**src/rtl/dht11_poll_scheduler.sv**
```systemverilog
// DHT11 poll scheduler: periodic/forced starts, timeout, bounded retry, sample latch.
// Optional build macro RANGE_CHECK_EN rejects out-of-range humidity/temperature readings.
module dht11_poll_scheduler #(
    parameter int unsigned POLL_CYC    = 200_000_000,
    parameter int unsigned TIMEOUT_CYC = 10_000_000,
    parameter int unsigned RETRY_CYC   = 120_000_000,
    parameter int unsigned MAX_RETRY   = 3,
    parameter int unsigned STALE_LIM   = 3
) (
    input  logic       clk,
    input  logic       rst,
    input  logic       force_req,
    output logic       meas_start,
    input  logic       meas_done,
    input  logic       meas_err,
    input  logic [7:0] temp_raw,
    input  logic [7:0] hum_raw,
    output logic [7:0] temp,
    output logic [7:0] hum,
    output logic       data_valid,
    output logic       stale,
    output logic [7:0] err_cnt,
    output logic       busy
);

    localparam int unsigned MAX_PT  = (POLL_CYC > TIMEOUT_CYC) ? POLL_CYC : TIMEOUT_CYC;
    localparam int unsigned CNT_MAX = (MAX_PT > RETRY_CYC) ? MAX_PT : RETRY_CYC;
    localparam int          CW      = (CNT_MAX > 1) ? $clog2(CNT_MAX) : 1;

    localparam logic [CW-1:0] POLL_LAST  = CW'(POLL_CYC - 1);
    localparam logic [CW-1:0] TO_LAST    = CW'(TIMEOUT_CYC - 1);
    localparam logic [CW-1:0] RETRY_LAST = CW'(RETRY_CYC - 1);
    localparam logic [7:0]    MAX_R      = 8'(MAX_RETRY);
    localparam logic [7:0]    STALE_L    = 8'(STALE_LIM);

    typedef enum logic [1:0] {
        S_WAIT,
        S_START,
        S_BUSY,
        S_BACKOFF
    } state_t;

    state_t        state, state_nx;
    logic [CW-1:0] cnt, cnt_nx;
    logic [7:0]    retry, retry_nx;
    logic [7:0]    fail_cyc, fail_nx;
    logic [7:0]    err_nx, temp_nx, hum_nx;
    logic          dv_nx, stale_nx;
    logic          range_bad, attempt_fail;

`ifdef RANGE_CHECK_EN
    assign range_bad = (hum_raw > 8'd95) || (temp_raw > 8'd60);
`else
    assign range_bad = 1'b0;
`endif

    assign meas_start = (state == S_START);
    assign busy       = (state == S_START) || (state == S_BUSY);

    always_comb begin
        state_nx     = state;
        cnt_nx       = cnt + CW'(1);
        retry_nx     = retry;
        fail_nx      = fail_cyc;
        err_nx       = err_cnt;
        temp_nx      = temp;
        hum_nx       = hum;
        dv_nx        = data_valid;
        stale_nx     = stale;
        attempt_fail = 1'b0;
        unique case (state)
            S_WAIT: begin
                if (force_req || cnt == POLL_LAST) begin
                    state_nx = S_START;
                    cnt_nx   = '0;
                end
            end
            S_START: begin
                state_nx = S_BUSY;
                cnt_nx   = '0;
            end
            S_BUSY: begin
                // A done in the timeout cycle is judged on its own merits.
                if (meas_done) begin
                    if (meas_err || range_bad) begin
                        attempt_fail = 1'b1;
                    end else begin
                        temp_nx  = temp_raw;
                        hum_nx   = hum_raw;
                        dv_nx    = 1'b1;
                        stale_nx = 1'b0;
                        fail_nx  = '0;
                        retry_nx = '0;
                        state_nx = S_WAIT;
                        cnt_nx   = '0;
                    end
                end else if (cnt == TO_LAST) begin
                    attempt_fail = 1'b1;
                end
            end
            S_BACKOFF: begin
                if (cnt == RETRY_LAST) begin
                    state_nx = S_START;
                    cnt_nx   = '0;
                end
            end
            default: state_nx = S_WAIT;
        endcase
        if (attempt_fail) begin
            cnt_nx = '0;
            if (err_cnt != 8'hFF) err_nx = err_cnt + 8'd1;
            if (retry < MAX_R) begin
                retry_nx = retry + 8'd1;
                state_nx = S_BACKOFF;
            end else begin
                retry_nx = '0;
                if (fail_cyc != 8'hFF) fail_nx = fail_cyc + 8'd1;
                stale_nx = stale || (fail_nx >= STALE_L);
                state_nx = S_WAIT;
            end
        end
    end

    always_ff @(posedge clk or negedge rst) begin
        if (!rst) begin
            state      <= S_WAIT;
            cnt        <= '0;
            retry      <= '0;
            fail_cyc   <= '0;
            err_cnt    <= '0;
            temp       <= '0;
            hum        <= '0;
            data_valid <= 1'b0;
            stale      <= 1'b0;
        end else begin
            state      <= state_nx;
            cnt        <= cnt_nx;
            retry      <= retry_nx;
            fail_cyc   <= fail_nx;
            err_cnt    <= err_nx;
            temp       <= temp_nx;
            hum        <= hum_nx;
            data_valid <= dv_nx;
            stale      <= stale_nx;
        end
    end

endmodule

```
**config.mk**
```make
export PLATFORM = sky130hd
export DESIGN_NAME = dht11_poll_scheduler
export DESIGN_NICKNAME = d
export VERILOG_FILES = /design/src/rtl/dht11_poll_scheduler.sv
export SDC_FILE = /design/constraint.sdc
export NUM_CORES = 1
export LEC_CHECK = 0
export ABC_AREA = 1
export CAP_MARGIN = 10
export CORE_ASPECT_RATIO = 0.75
export CORE_MARGIN = 2
export CORE_UTILIZATION = 51
export DETAILED_ROUTE_END_ITERATION = 7
export PLACE_DENSITY = 0.77
export SLEW_MARGIN = 15
export SYNTH_ARGS = -nofsm -noshare
export SYNTH_HDL_FRONTEND = slang
export SYNTH_SLANG_ARGS = --single-unit
export TNS_END_PERCENT = 50
```
**constraint.sdc**
```tcl
create_clock -name clk -period 1.7 [get_ports clk]
set_clock_uncertainty 0.05 [all_clocks]
set_input_delay 0.17 -clock clk [delete_from_list [all_inputs] [get_ports clk]]
set_output_delay 0.17 -clock clk [all_outputs]
set_load 0.005 [all_outputs]
```
### Word-level counts from Yosys, hierarchy flattened

Cells that the tools add are included.

| word-level totals | value |
|---|---|
| logic and storage cells | 74 |
| flip-flop bits (word level) | 72 |

| operators by class | value |
|---|---|
| reductions and logical operators | 10 |
| bitwise operators | 1 |
| magnitude comparators | 2 |
| $add $sub $neg | 4 |
| eq/ne operators | 13 |
| multiplexer cells | 35 |

Operators by type and width:

| cell | count |
|---|---|
| $mux W28 | 5 |
| $pmux W28 S4 | 1 |
| $mux W8 | 13 |
| $add A28 B1 Y28 const B | 1 |
| $eq A28 B24 Y1 const B | 1 |
| $eq A28 B27 Y1 const B | 1 |
| $eq A28 B28 Y1 const B | 1 |
| $add A8 B1 Y8 const B | 3 |
| $ne A8 B8 Y1 const B | 2 |
| $mux W2 | 6 |
| $ne A3 B3 Y1 const B | 4 |
| $mux W1 | 9 |
| $ge A8 B2 Y1 const B | 1 |
| $lt A8 B2 Y1 const B | 1 |
| $pmux W2 S4 | 1 |
| $reduce_and A3 Y1 | 2 |
| $eq A2 B2 Y1 const B | 2 |
| $reduce_and A4 Y1 | 1 |
| $reduce_bool A2 Y1 | 2 |
| $logic_or A1 B1 Y1 | 3 |
| $eq A2 B1 Y1 const B | 1 |
| $logic_not A2 Y1 | 1 |
| $ne A2 B1 Y1 const B | 1 |
| $reduce_and A2 Y1 | 1 |
| $not A1 Y1 | 1 |

### Longest topological paths before layout

| logic depth | value |
|---|---|
| depth after elaboration | 10 |
| gate-level depth with buffers | 13 |
| mapped depth without buffers | 12 |

### Least setup slack after synthesis

Ideal clock, no wire load.

| timing | value |
|---|---|
| path kind | register -> register |
| start point | reg state[0] |
| end point | reg stale |
| buffers on the path | 1 |
| library setup time | 113 ps |
| clock period less this slack | 1781 ps |
| setup slack | -81 ps |
| cell stages (with the launch flop) | 13 |
| required time | 1537 ps |
| arrival | 1618 ps |
| cell sequence | dfrtp_1 > inv_1 > ha_1 > buf_2 > nand3_2 > nand3_1 > nand2_1 > nand2_1 > nand3_1 > nor2_1 > nand3_1 > nand2_1 > inv_1 |

| on the way | value |
|---|---|
| word-level cells in the longest chain between the ends | 9 |
| elaborated cells between the ends (all ways) | 11 |
| classes of those cells | 1 x order compare; 1 x eq/ne; 8 x mux; 1 x reduce/logical |

RTL lines:

| element | line | RTL |
|---|---|---|
| from (decl) | 43 | `state_t state, state_nx;` |
| from (signal assigned) | 136 | `state <= state_nx;` |
| $eq A2 B2 Y1 (*) | 71 | `unique case (state)` |
| $mux W8 | 71 |  |
| $mux W8 | 117 | `if (fail_cyc != 8'hFF) fail_nx = fail_cyc + 8'd1;` |
| $mux W8 | 112 | `if (retry < MAX_R) begin` |
| $mux W8 | 109 | `if (attempt_fail) begin` |
| $ge A8 B2 Y1 | 118 | `stale_nx = stale \|\| (fail_nx >= STALE_L);` |
| $logic_or A1 B1 Y1 | 118 |  |
| $mux W1 | 112 |  |
| $mux W1 (*) | 109 |  |
| named net stale_nx | 48 | `logic dv_nx, stale_nx;` |
| to (signal assigned) | 144 | `stale <= stale_nx;` |
| to (decl) | 21 | `output logic stale,` |

Mark *: on every way through the listed nets, which the timed path passes. The rest lies on a longest branch. The select of a mux whose other input is x is not followed.
A chain may end at the register's enable or synchronous reset.

### Worst setup path in the final report

| timing | value |
|---|---|
| start point | reg cnt[0] |
| end point | reg stale |

| on the way | value |
|---|---|
| word-level cells in the longest chain between the ends | 5 |

RTL lines:

| element | line | RTL |
|---|---|---|
| from (decl) | 44 | `logic [CW-1:0] cnt, cnt_nx;` |
| from (signal assigned) | 137 | `cnt <= cnt_nx;` |
| $eq A28 B24 Y1 | 97 | `end else if (cnt == TO_LAST) begin` |
| $mux W1 | 97 |  |
| $mux W1 | 84 | `if (meas_done) begin` |
| $mux W1 | 71 |  |
| $mux W1 | 109 |  |
| named net stale_nx | 48 |  |

The timed path passes the listed nets, and every way through them passes these cells.

==> results.md <==
* Status: finished, violations left
* Failing checks: negative setup slack
* Critical Path Source Type: register
* Vias in the first global route at 3966
* TritonRoute pass-1 iters at 5
* DP Worst Slack at -158 ps
* Via count at 4117
* RSZ-0062 raised after global routing: true
* WP data arrival at 2090 ps
* Die Wd at 108 µm
* Htree depth at 3
* Synth cell types at 29
* CTS sink cnt at 72
* Synth warnings at 0
* Max Fclk at 0.545 GHz
* Post-route ant nets at 0
* Final Worst Setup Slack at -136 ps
* VDD IR-drop max at 788 µV
* Synthesized cell area at 0.00412 mm²
* Register bit total from synthesis at 72
* Post-layout util at 72.4%
* Full die area at 0.00882 mm²
* I/O Buffers at 48
* Crit path max fanout at 5
* Clk slew on worst S/H paths at 80 ps
* Placed Area at 0.00512 mm²
* Leakage at 0.00268 µW
* I/O pin count at 49
* Post-Route WL at 11500 µm
* Worst Setup End Kind: register
* Worst-Skew Late Latency at 350 ps
* Reg2Reg Setup Slack at -140 ps
* Slew @ Worst Pin at 388 ps
* Slew headroom at 74.1%
* TritonCTS clock tree: done
* DR vias/cell at 5.37
* Pin count of the biggest net entering global routing at 58
* Pwr/cell area at 1220 mW/mm²
* Syn_area_per_cell at 7.60 µm²
* Final setup fails at 48
* Final HPWL DP at 7630 µm
* Syn Nets at 572
* R2R cell count at 13
* Routed len/inst at 15.0 µm
* Tot GR Track Use at 26.1%
* Final min period at 1840 ps
* R2r endpoint: stale
* Register area share after synthesis at 43.7%
* Remaining routing DRC violations at 0
* Initial Utilization at 52.5%
* Die Ht at 81.8 µm
* Critical Path RT at 1950 ps
* Fin. Hold Viols at 0
* Row cnt at 28
* CTS Root Cell: clkbuf_8
* Clk buf depth at 2
* Core Footprint at 0.00785 mm²
* Layout Nets at 688
* GPL Wtd Cong at 1.04
* Final Instance Area at 0.00568 mm²
* Worst min-delay path class: in2async
* Period utilization at 108%
* Slew Viols, Final at 0
* Initial antenna violation count at 0
* CTS Buf Count at 9
* Area Overhead vs Synth at 37.9%
* Post-synthesis instance total at 542
* Worst hold margin at 216 ps
* Critical R2R Launch: cnt[0]
* First-pass GRT wire length at 17900 µm
* Antenna Cells at 0
* Layout cells sized above 1 at 25.4%
* Fillers at 568
* Gr ovfl total at 0
* Initial DRC Count at 362
* Max cap viols at 0
* Critical path type: reg2reg
[cells in the mapped netlist, drive strengths merged]
master	number	area share, %
nand2	171	16
nor2	93	8.7
dfrtp	72	44
inv	57	5.2
nand3	40	5.1
o21ai	19	2.6
xor2	17	3.6
mux2	16	4.4
ha	9	2.7
a21oi	8	1.2
nand4	8	1.2
a21boi	7	1.3
buf	7	1.1
xnor2	7	1.5
nor3	5	0.61
clkbuf	2	0.18
nor4	2	0.30
and3	1	0.15
clkinv	1	0.12
[layer usage]
| metal | vias to the layer above | GRT usage, % | part of all wire, % |
|---|---|---|---|
| met5 | - | 0 | 0 |
| met4 | 0 | 10.1 | 2.2 |
| met3 | 42 | 7.62 | 10 |
| met2 | 225 | 40.9 | 46 |
| met1 | 1912 | 34.4 | 42 |
| li1 | 1938 | - | - |
[worst max-delay path by stage]
stage,to,from,slack (ps)
after floorplan,stale,state[0],-10
after global placement,err_cnt[0],cnt[0],-100
after detailed placement,err_cnt[0],cnt[0],-160
after CTS,stale,cnt[0],-120
after global routing,state[0],cnt[0],-250
final,stale,cnt[0],-140
[cell families (layout without fill, tap and decap cells)]
| logic type | Yosys count | after routing | synth area share, % |
|---|---|---|---|
| muxes | 16 | 16 | 4.37 |
| DFF | 72 | 72 | 43.7 |
| AOI/OAI and AO/OA | 34 | 34 | 5.10 |
| adders and majority gates | 9 | 9 | 2.73 |
| and+or+nand+nor | 320 | 322 | 32.4 |
| xor gates and xnor gates | 24 | 24 | 5.10 |
| buffers and inverters | 67 | 185 | 6.56 |
[worst max-delay path: stages, from the launching register on]
cell and delay, ps:
dfrtp_1 380, ha_2 220, nand2_4 80, nor2_4 110, nand2_2 80, nor2_4 130, nand2_4 80, a21oi_4 150
buf_12 160, nand2_8 70, buf_6 130, nand2_2 40, nand2_1 40, inv_1 50
[power by group]
group          total [µW]  switching (µW)  internal (µW)  leakage [µW]
Sequential           2350             261           2090      0.000946
Clock                1640             675            964      0.000119
Combinational        2920            1450           1470       0.00162
[final cells by class]
| class | count | area [µm²] | area share (%) |
|---|---|---|---|
| Clock buffer | 9 | 124 | 2.18 |
| Clock inverter | 6 | 109 | 1.92 |
| Inverter | 58 | 223 | 3.92 |
| Multi-Input combinational cell | 405 | 2260 | 39.8 |
| Sequential cell | 72 | 1810 | 31.8 |
| Tap cell | 105 | 131 | 2.31 |
| Timing Repair Buffer | 112 | 1030 | 18.1 |
[flip-flops by register name (all words and copies together), names as in the netlist]
| name | cells |
|---|---|
| retry | 8 |
| data_valid | 1 |
| hum | 8 |
| err_cnt | 8 |
| stale | 1 |
| fail_cyc | 8 |
| cnt | 28 |
| temp | 8 |
| state | 2 |
[what timing repair did]
action	4_1_cts	5_1_grt
setup endpoints to repair	51	69
setup buffers	5	5
pin swaps	10	9
hold endpoints to repair	15	0
resized for setup	30	46
gates cloned	2	0
hold buffers	1	0
[metrics by stage]
step	TNS, ps	cells	power [µW]
2_1_floorplan	-11.2	542	3690
3_3_place_gp	-1120	739	4930
3_5_place_dp	-3230	739	5060
4_1_cts	-2240	762	6770
5_1_grt	-7940	767	7350
6_report	-3750	767	6910
[placed cells by master, fill, tap and decap left out, types with 2 or more instances in the layout]
cell type        count
a21boi_0             7
a21oi_1              5
a21oi_2              2
buf_12               4
buf_4               54
buf_6                4
bufinv_16            3
clkbuf_8             9
clkdlybuf4s50_1     45
clkinv_2             2
clkinv_4             2
dfrtp_1             68
dfrtp_2              4
ha_1                 6
ha_2                 3
inv_1               50
inv_2                7
mux2_2              16
nand2_1            149
nand2_2             17
nand2_4              6
nand3_1             33
nand3_2              6
nand4_1              8
nor2_1              75
nor2_2              11
nor2_4               7
nor3_1               4
nor4_1               2
o21ai_0              5
o21ai_1              9
o21ai_2              5
xnor2_1              7
xor2_1              17
Power figures use the tool's default switching activity.
